<file path="src/rtl/down_timer.sv">
// down_timer: programmable, loadable down-counter with one-shot and
// auto-reload modes. A start value is loaded, counted down to zero while
// running, and a one-cycle terminal-count pulse (tc) marks each expiry.
// Counting can be paused (HOLD) or aborted (back to IDLE with the count held).
// Starting with a zero count is rejected with a one-cycle err pulse.
// All outputs come straight from registers.

module down_timer #(
    parameter int WIDTH = 4
) (
    input  logic             clk,
    input  logic             reset,        // synchronous, active-low
    input  logic             load,
    input  logic [WIDTH-1:0] load_val,
    input  logic             start,
    input  logic             pause,
    input  logic             stop,
    input  logic             auto_reload,
    output logic [WIDTH-1:0] count,
    output logic             busy,
    output logic             tc,
    output logic             err
);

    typedef enum logic [1:0] {
        ST_IDLE = 2'd0,
        ST_RUN  = 2'd1,
        ST_HOLD = 2'd2
    } state_t;

    localparam logic [WIDTH-1:0] CNT_ZERO = {WIDTH{1'b0}};
    localparam logic [WIDTH-1:0] CNT_ONE  = {{(WIDTH-1){1'b0}}, 1'b1};

    // Saturating decrement: a zero count stays zero instead of wrapping.
    function automatic logic [WIDTH-1:0] sat_dec(input logic [WIDTH-1:0] val);
        logic [WIDTH-1:0] res;
        if (val == CNT_ZERO) begin
            res = CNT_ZERO;
        end else begin
            res = val - CNT_ONE;
        end
        return res;
    endfunction

    state_t           state_q, state_d;
    logic [WIDTH-1:0] count_q, count_d;
    logic [WIDTH-1:0] reload_q, reload_d;
    logic             busy_q, busy_d;
    logic             tc_q, tc_d;
    logic             err_q, err_d;

    // Next-state logic for the state, count, reload value and output pulses.
    always_comb begin
        state_d  = state_q;
        count_d  = count_q;
        reload_d = reload_q;
        tc_d     = 1'b0;
        err_d    = 1'b0;

        case (state_q)
            ST_IDLE: begin
                // load wins over start; stop and pause have no effect here
                if (load) begin
                    reload_d = load_val;
                    count_d  = load_val;
                end else if (start) begin
                    if (count_q != CNT_ZERO) begin
                        // no decrement on the start edge itself
                        state_d = ST_RUN;
                    end else begin
                        err_d = 1'b1;
                    end
                end else begin
                    state_d = ST_IDLE;
                end
            end

            ST_RUN: begin
                // priority: stop > pause > decrement; load is ignored
                if (stop) begin
                    state_d = ST_IDLE;
                end else if (pause) begin
                    state_d = ST_HOLD;
                end else if (count_q > CNT_ONE) begin
                    count_d = sat_dec(count_q);
                end else if (count_q == CNT_ONE) begin
                    // expiry edge: auto_reload is only looked at here
                    tc_d = 1'b1;
                    if (auto_reload && (reload_q != CNT_ZERO)) begin
                        count_d = reload_q;
                    end else begin
                        count_d = CNT_ZERO;
                        state_d = ST_IDLE;
                    end
                end else begin
                    // zero count while running cannot be reached; recover to IDLE
                    count_d = CNT_ZERO;
                    state_d = ST_IDLE;
                end
            end

            ST_HOLD: begin
                if (stop) begin
                    state_d = ST_IDLE;
                end else if (!pause) begin
                    // resume without decrementing on the release edge
                    state_d = ST_RUN;
                end else begin
                    state_d = ST_HOLD;
                end
            end

            default: begin
                state_d = ST_IDLE;
                count_d = CNT_ZERO;
            end
        endcase

        // busy is registered alongside the state it reflects
        if ((state_d == ST_RUN) || (state_d == ST_HOLD)) begin
            busy_d = 1'b1;
        end else begin
            busy_d = 1'b0;
        end
    end

    // State and output registers with synchronous active-low reset.
    always_ff @(posedge clk) begin
        if (!reset) begin
            state_q  <= ST_IDLE;
            count_q  <= CNT_ZERO;
            reload_q <= CNT_ZERO;
            busy_q   <= 1'b0;
            tc_q     <= 1'b0;
            err_q    <= 1'b0;
        end else begin
            state_q  <= state_d;
            count_q  <= count_d;
            reload_q <= reload_d;
            busy_q   <= busy_d;
            tc_q     <= tc_d;
            err_q    <= err_d;
        end
    end

    assign count = count_q;
    assign busy  = busy_q;
    assign tc    = tc_q;
    assign err   = err_q;

endmodule

</file>
<file path="config.mk">
export PLATFORM = sky130hd
export DESIGN_NAME = down_timer
export DESIGN_NICKNAME = d
export VERILOG_FILES = /design/src/rtl/down_timer.sv
export SDC_FILE = /design/constraint.sdc
export NUM_CORES = 1
export LEC_CHECK = 0
export BUFFER_PORTS_ARGS = -buffer_cell sky130_fd_sc_hd__buf_2
export CAP_MARGIN = 20
export CORE_UTILIZATION = 49
export DETAILED_ROUTE_END_ITERATION = 16
export MAX_ROUTING_LAYER = met4
export PLACE_DENSITY = 0.79
export SLEW_MARGIN = 20
export SYNTH_ARGS = -nofsm -noshare
export SYNTH_HDL_FRONTEND = slang
export SYNTH_SLANG_ARGS = --single-unit
export TNS_END_PERCENT = 100
</file>
<file path="constraint.sdc">
create_clock -name clk -period 2.5 [get_ports clk]
set_input_delay 0.25 -clock clk [delete_from_list [all_inputs] [get_ports clk]]
set_output_delay 0.25 -clock clk [all_outputs]
set_load 0.02 [all_outputs]
</file>
==> results of run 1 <==
-- flip-flops by register name, summed over array words and instances (netlist names) --
name	cells
count	4
err	1
state_q	2
busy	1
tc	1
reload_q	4
-- worst paths after layout --
| kind | slack (ns) | endpoint | startpoint |
|---|---|---|---|
| worst max-delay path | 0.88 | count[3] | count[3] |
| worst min-delay path | 0.26 | reload_q[3] | load_val[3] |
| worst max register to register | 0.88 | count[3] | count[3] |
| worst min register to register | 0.54 | count[3] | count[3] |
-- where the power goes --
part,internal (W),switching (W),total [W]
combinational,0.0000343,0.0000450,0.0000794
clock,0.0000595,0.0000698,0.000129
sequential,0.000218,0.0000165,0.000234
total,0.000312,0.000131,0.000443
-- layout by cell type, fill, tap and decap left out, types with 2 or more instances in the layout --
cell                       count
sky130_fd_sc_hd__o21ai_1       2
sky130_fd_sc_hd__o21bai_1      2
sky130_fd_sc_hd__nor2b_1       4
sky130_fd_sc_hd__buf_2        17
sky130_fd_sc_hd__o21ai_0       4
sky130_fd_sc_hd__mux2i_1       4
sky130_fd_sc_hd__or4b_1        2
sky130_fd_sc_hd__clkbuf_4      3
sky130_fd_sc_hd__nand2_1       5
sky130_fd_sc_hd__nor2_1       11
sky130_fd_sc_hd__a21oi_1       6
sky130_fd_sc_hd__and4_1        2
sky130_fd_sc_hd__dfxtp_1      13
sky130_fd_sc_hd__nor3_1        4
sky130_fd_sc_hd__o21a_1        2
-- worst reg2reg max path, cell delays in order, from the launching register on --
cell,delay (ns)
sky130_fd_sc_hd__dfxtp_1,0.37
sky130_fd_sc_hd__nor3_1,0.49
sky130_fd_sc_hd__a22oi_1,0.13
sky130_fd_sc_hd__or4b_1,0.49
sky130_fd_sc_hd__o21ai_1,0.08
-- synthesized netlist by cell type (all sizes together) --
| cell | number |
|---|---|
| dfxtp | 13 |
| and2b | 1 |
| nor4 | 1 |
| o21a | 2 |
| o211ai | 1 |
| nand3 | 1 |
| nand2 | 5 |
| nor3b | 1 |
| nor3 | 4 |
| mux2i | 4 |
| inv | 1 |
| a211oi | 1 |
| clkbuf | 2 |
| a22oi | 1 |
| o32ai | 1 |
| a21oi | 7 |
| nor2 | 11 |
| nand4b | 1 |
| or3 | 1 |
| or4b | 2 |
| buf | 2 |
| a221oi | 1 |
| a21o | 1 |
| o31ai | 1 |
| and4 | 2 |
| o21ai | 6 |
| o21bai | 2 |
| nor2b | 4 |
-- cell type report --
class / count / area share
Sequential cell: 13 / 0.332
Timing Repair Buffer: 17 / 0.108
Clock buffer: 3 / 0.0287
Clock inverter: 1 / 0.00638
Inverter: 1 / 0.00478
Multi-Input combinational cell: 62 / 0.496
Tap cell: 15 / 0.0239
-- through the flow --
step	util	setup WS, ns	hold WS, ns	power [W]
global route	0.603	0.799	0.265	0.000465
detailed placement	0.582	0.947	0.527	0.000316
global placement	0.582	0.993	0.526	0.000316
CTS	0.603	0.926	0.266	0.000440
finish	0.603	0.881	0.258	0.000443
floorplan	-	1.01	0.419	0.000290
-- per-layer routing --
metal  part of all wire  wire length [um]
met1               0.43               657
met2               0.45               689
met3              0.094               145
met4              0.028                43
met5                  0                 0
-- cell families after synthesis --
| logic type | after synthesis |
|---|---|
| AO/OA/AOI/OAI | 24 |
| buffers and inverters | 5 |
| flip-flops | 13 |
| multiplexers | 4 |
| AND/OR/NAND/NOR | 34 |
==> results.md, run 1 <==
* Count of yosys warnings during synthesis at 0
* Leading area contributor after synthesis: sky130_fd_sc_hd__dfxtp_1
* Max Root-Sink Buffers at 2
* Most Used Layer, Global Route: met2
* Iteration-0 DRC count of the detailed router at 11
* Global-route wire length before repair at 2.29 mm
* Synthesized-area fraction occupied by and/or/nand/nor cells at 0.287
* Number of standard cells after synthesis at 80
* Hold WC Path Type: primary input to flip-flop
* Count of nets left with antenna violations after detail routing at 0
* Arithmetic-cell share of the synthesized area counting full adders, half adders and majority gates at 0
* Number of global-route vias before repair at 521
* Leak at 0.336 nW
* Final Critical Period at 1.62 ns
* Cell with the largest stage delay on the worst path: sky130_fd_sc_hd__nor3_1
* Fmax achieved at 618 MHz
* # DRC at 0
* Input/output buffers at 17
* Fraction of the mapped netlist area in compound gates at 0.227
* Synthesis-to-finish area growth at 15.5%
* Outcome: complete, no violations
* DR vias/cell at 6.06
* H-tree lvl count at 1
* Number of distinct library cells after synthesis at 31
* Grt met3 use at 0.0520
* Initial core utilization at 0.522
* Met2 layer usage reported by global route at 0.358
* Type of element launching the critical path: flip-flop
* Multiplexer share of the synthesized area at 0.0589
* Critical Path RT at 2.72 ns
* Relative slew margins at 0.639
* Maxcap violations at 0
* Clock-pin slew of the registers on the worst-case setup and hold paths at 0.08 ns
* Remaining Overflow, GRT at 0
* Register area at 260 sq um
* Cell types with the largest area share after synthesis: sky130_fd_sc_hd__dfxtp_1, sky130_fd_sc_hd__nor2_1, sky130_fd_sc_hd__mux2i_1
* Combined area of all synthesized cells at 679 sq um
* Main combinational cell family by area after synthesis: simple AND/OR/NAND/NOR gates
* Total Routing Usage GR at 0.231
* Clock sink count at 13
* Height of the die at 39.2 um
* Setup repair after global routing missed its margin: no
* Hold-fix buffers at CTS at 0
* Final std cells w/o fill at 112
* Parity-gate share of the synthesized area counting xor and xnor cells at 0
* Number of antenna violations at the first check in global routing at 0
* Routed len/inst at 13.7 um
* Transition time at the pin with the least slew margin at 0.537 ns
* Sum Neg Setup Slack at 0 ns
* Worst-skew pair later-pin latency at 0.28 ns
* Number of gates resized after cts at 0
* Horizontal die dimension at 39.2 um
* Kind of end point of the critical path: flip-flop
* Total CTS buffers at 3
* Area share of the leading cell type in the synthesized netlist at 0.383
* Clock root cell: sky130_fd_sc_hd__clkbuf_4
* Count of antenna diodes in the layout at 0
* Floorplan die area at 1540 sq um
* Total wirelength of the detailed-routed design at 1.54 mm
* Area of the core at 1300 sq um
* Endpoints failing hold at 0
* Total buffers and inverters traversed by the critical path at 0
* Syn Nets at 91
* Critical path type: flip-flop to flip-flop
* Post-Place Cell Area at 757 sq um
* Final layout net count at 109
* Count of standard-cell rows at 13
* P per Cell Area at 565 nW/um^2
* Arrival time reported for the critical path endpoint at 1.84 ns
* Post CTS Setup Buffer Count at 0
* Share of cells above drive strength 1 at 0.237
* HPWL after detailed placement at 1.11 mm
* Final setup fails at 0
* Cell family with the largest share of critical-path delay: simple AND/OR/NAND/NOR gates
* Path depth of the worst reg2reg path at 4
* Depth of the worst hold-timing path at 3
* Placed instance count at 108
* Post-route clock skew at 0.00645 ns
* Pre-Repair DR Iteration Count at 4
* Final worst-path cycle share at 0.648
* Flops & latches, synth at 13
* Global routing met1 resource utilization at 0.283
* Routed vias at 679
* Sequential element share of the synthesized area at 0.383
* Synthesized area divided by synthesized cell count at 8.49 sq um
* CTS tree: yes
* Pin count of the biggest net entering global routing at 14
* Crit. path cell count at 4
* Area of the multi-input gates at 389 sq um
* Final Cell Area at 785 sq um
* Maximum fanout along the worst path at 8
* Num ports at 18
* Layout fillers at 119
* Max VDD drop at 0.000403 V
* Crit path largest cell delay at 0.49 ns
* RD Place Congestion at 1.01
* Number of max-slew violations in the final report at 0
* Ordered cell list for the critical path: nor3_1 -> a22oi_1 -> or4b_1 -> o21ai_1
(Power assumes the default switching activity.)
==> run 2, diff against run 1 <==
==> constraint.sdc (replaced) <==
create_clock -name clk -period 1.6 [get_ports clk]
set_input_delay 0.16 -clock clk [delete_from_list [all_inputs] [get_ports clk]]
set_output_delay 0.16 -clock clk [all_outputs]
set_load 0.02 [all_outputs]
==> results.md, run 2 (synthesis results as in run 1) <==
* Leading cell type in the layout, fill and taps excluded: sky130_fd_sc_hd__buf_2
* Pre-Repair DR Iteration Count at 4
* Post-route clock skew at 0.00337 ns
* Setup repair after global routing missed its margin: no
* Area of the core at 1300 sq um
* Total wirelength of the detailed-routed design at 1.63 mm
* Hold wc startpoint: load_val[3]
* Global-route wire length before repair at 2.53 mm
* Arrival time reported for the critical path endpoint at 1.68 ns
* Hold WS at 0.160 ns
* CTS tree: yes
* Transition time at the pin with the least slew margin at 0.332 ns
* Final worst-path cycle share at 0.918
* Final Critical Period at 1.47 ns
* Hold WC Path Type: primary input to flip-flop
* Clock-pin slew of the registers on the worst-case setup and hold paths at 0.08 ns
* Sw power at 0.000210 W
* Horizontal die dimension at 39.2 um
* Total internal power at 0.000507 W
* Count of nets left with antenna violations after detail routing at 0
* Leak at 0.370 nW
* Layout Utilization at 0.644
* Crit path largest cell delay at 0.57 ns
* Floorplan die area at 1540 sq um
* Final layout net count at 116
* Highest-count cells in the layout ignoring fill and taps: sky130_fd_sc_hd__buf_2, sky130_fd_sc_hd__nor2_1, sky130_fd_sc_hd__dfxtp_1
* Total buffers and inverters traversed by the critical path at 0
* Fmax achieved at 681 MHz
* H-tree lvl count at 1
* Clock sink count at 13
* P per Cell Area at 856 nW/um^2
* Design Power at 0.000717 W
* Total CTS buffers at 3
* DR vias/cell at 5.92
* Power share of the clock group at 0.290
* Critical Path RT at 1.81 ns
* Worst-skew pair later-pin latency at 0.28 ns
* Total Routing Usage GR at 0.259
* RD Place Congestion at 0.889
* Routed len/inst at 13.7 um
* Critical R2R Launch: state_q[0]
* Sum Neg Setup Slack at 0 ns
* Endpoints failing hold at 0
* Final setup fails at 0
* Remaining Overflow, GRT at 0
* Input/output buffers at 17
* Relative slew margins at 0.776
* Number of antenna violations at the first check in global routing at 0
* Max Root-Sink Buffers at 2
* Maximum fanout along the worst path at 9
* Number of max-slew violations in the final report at 0
* Initial core utilization at 0.522
* Iteration-0 DRC count of the detailed router at 38
* Routed vias at 704
* # DRC at 0
* Combinational Power Share at 0.217
* Kind of end point of the critical path: flip-flop
* HPWL after detailed placement at 1.19 mm
* Height of the die at 39.2 um
* Synthesis-to-finish area growth at 23.4%
* Number of global-route vias before repair at 584
* Type of element launching the critical path: flip-flop
* Count of standard-cell rows at 13
* Cell with the largest stage delay on the worst path: sky130_fd_sc_hd__or4b_1
* Count of antenna diodes in the layout at 0
* Switching fraction of total power at 0.293
* Cell family with the largest share of critical-path delay: simple AND/OR/NAND/NOR gates
* Num ports at 18
* Share of cells above drive strength 1 at 0.298
* Pin count of the biggest net entering global routing at 13
* Critical path type: flip-flop to flip-flop
* Maxcap violations at 0
* Max VDD drop at 0.000517 V
* Ordered cell list for the critical path: or4b_1 -> a21oi_1 -> nor3_1 -> nor2_1
* Slack of the worst reg-to-reg path at 0.13 ns
* Worst setup path startpoint: state_q[0]
* Clock root cell: sky130_fd_sc_hd__clkbuf_4
* Outcome: complete, no violations
* Part of the power in registers at 0.494
==> run 2: cell count changes in the layout (fill, tap and decap cells not counted) <==
cell / before / now
sky130_fd_sc_hd__buf_4: 0 / 7
sky130_fd_sc_hd__dfxtp_1: 13 / 11
sky130_fd_sc_hd__dfxtp_2: 0 / 2
sky130_fd_sc_hd__clkbuf_1: 0 / 1
sky130_fd_sc_hd__clkinv_2: 1 / 0
==> run 2: routing by layer <==
| layer | global-route usage | part of all wire | routed length (um) | vias to the layer above |
|---|---|---|---|---|
| met4 | 0.138 | 0.019 | 31 | 0 |
| met1 | 0.308 | 0.42 | 683 | 327 |
| met3 | 0.0694 | 0.065 | 105 | 4 |
| li1 | - | - | - | 341 |
| met5 | - | 0 | 0 | - |
| met2 | 0.396 | 0.49 | 804 | 32 |
==> run 2: what timing repair did <==
| item | CTS | global route |
|---|---|---|
| endpoints found under the hold margin | 0 | 0 |
| buffers inserted | 0 | 0 |
| endpoints found under the setup margin | 0 | 2 |
| hold buffers | 0 | 0 |
| resized for setup | 0 | 2 |
==> run 2: worst paths after layout <==
| kind | cells after the start | end |
|---|---|---|
| setup / recovery | 4 | state_q[0] |
| hold / removal | 3 | reload_q[3] |
| setup reg to reg | 4 | state_q[0] |
| hold reg to reg | 2 | reload_q[2] |
==> run 2: final cells by class <==
type / count / area [sq um]
Fill cell: 120 / 463
Multi-Input combinational cell: 62 / 389
Sequential cell: 13 / 263
Timing Repair Buffer: 24 / 138
Clock buffer: 4 / 26.3
Tap cell: 15 / 18.8
Inverter: 1 / 3.75
==> run 2: power groups by stage <==
stage | clock network (W) | registers (W) | logic [W]
global route | 0.000227 | 0.000357 | 0.000171
floorplan | 0 | 0.000375 | 0.0000791
global placement | 0 | 0.000360 | 0.000152
finish | 0.000208 | 0.000354 | 0.000156
detailed placement | 0 | 0.000362 | 0.000154
CTS | 0.000210 | 0.000354 | 0.000155
==> run 2: through the flow <==
step,setup WS (ns),instance area (sq um),cells
global route,0.0581,838,119
finish,0.131,838,119
CTS,0.0915,836,119
floorplan,0.114,679,80
global placement,0.137,810,115
detailed placement,0.111,810,115
==> run 2: worst reg2reg max path, stage by stage, from the launching register on <==
cell and delay, ns:
sky130_fd_sc_hd__dfxtp_2 0.38, sky130_fd_sc_hd__or4b_1 0.57, sky130_fd_sc_hd__a21oi_1 0.21, sky130_fd_sc_hd__nor3_1 0.10, sky130_fd_sc_hd__nor2_1 0.13
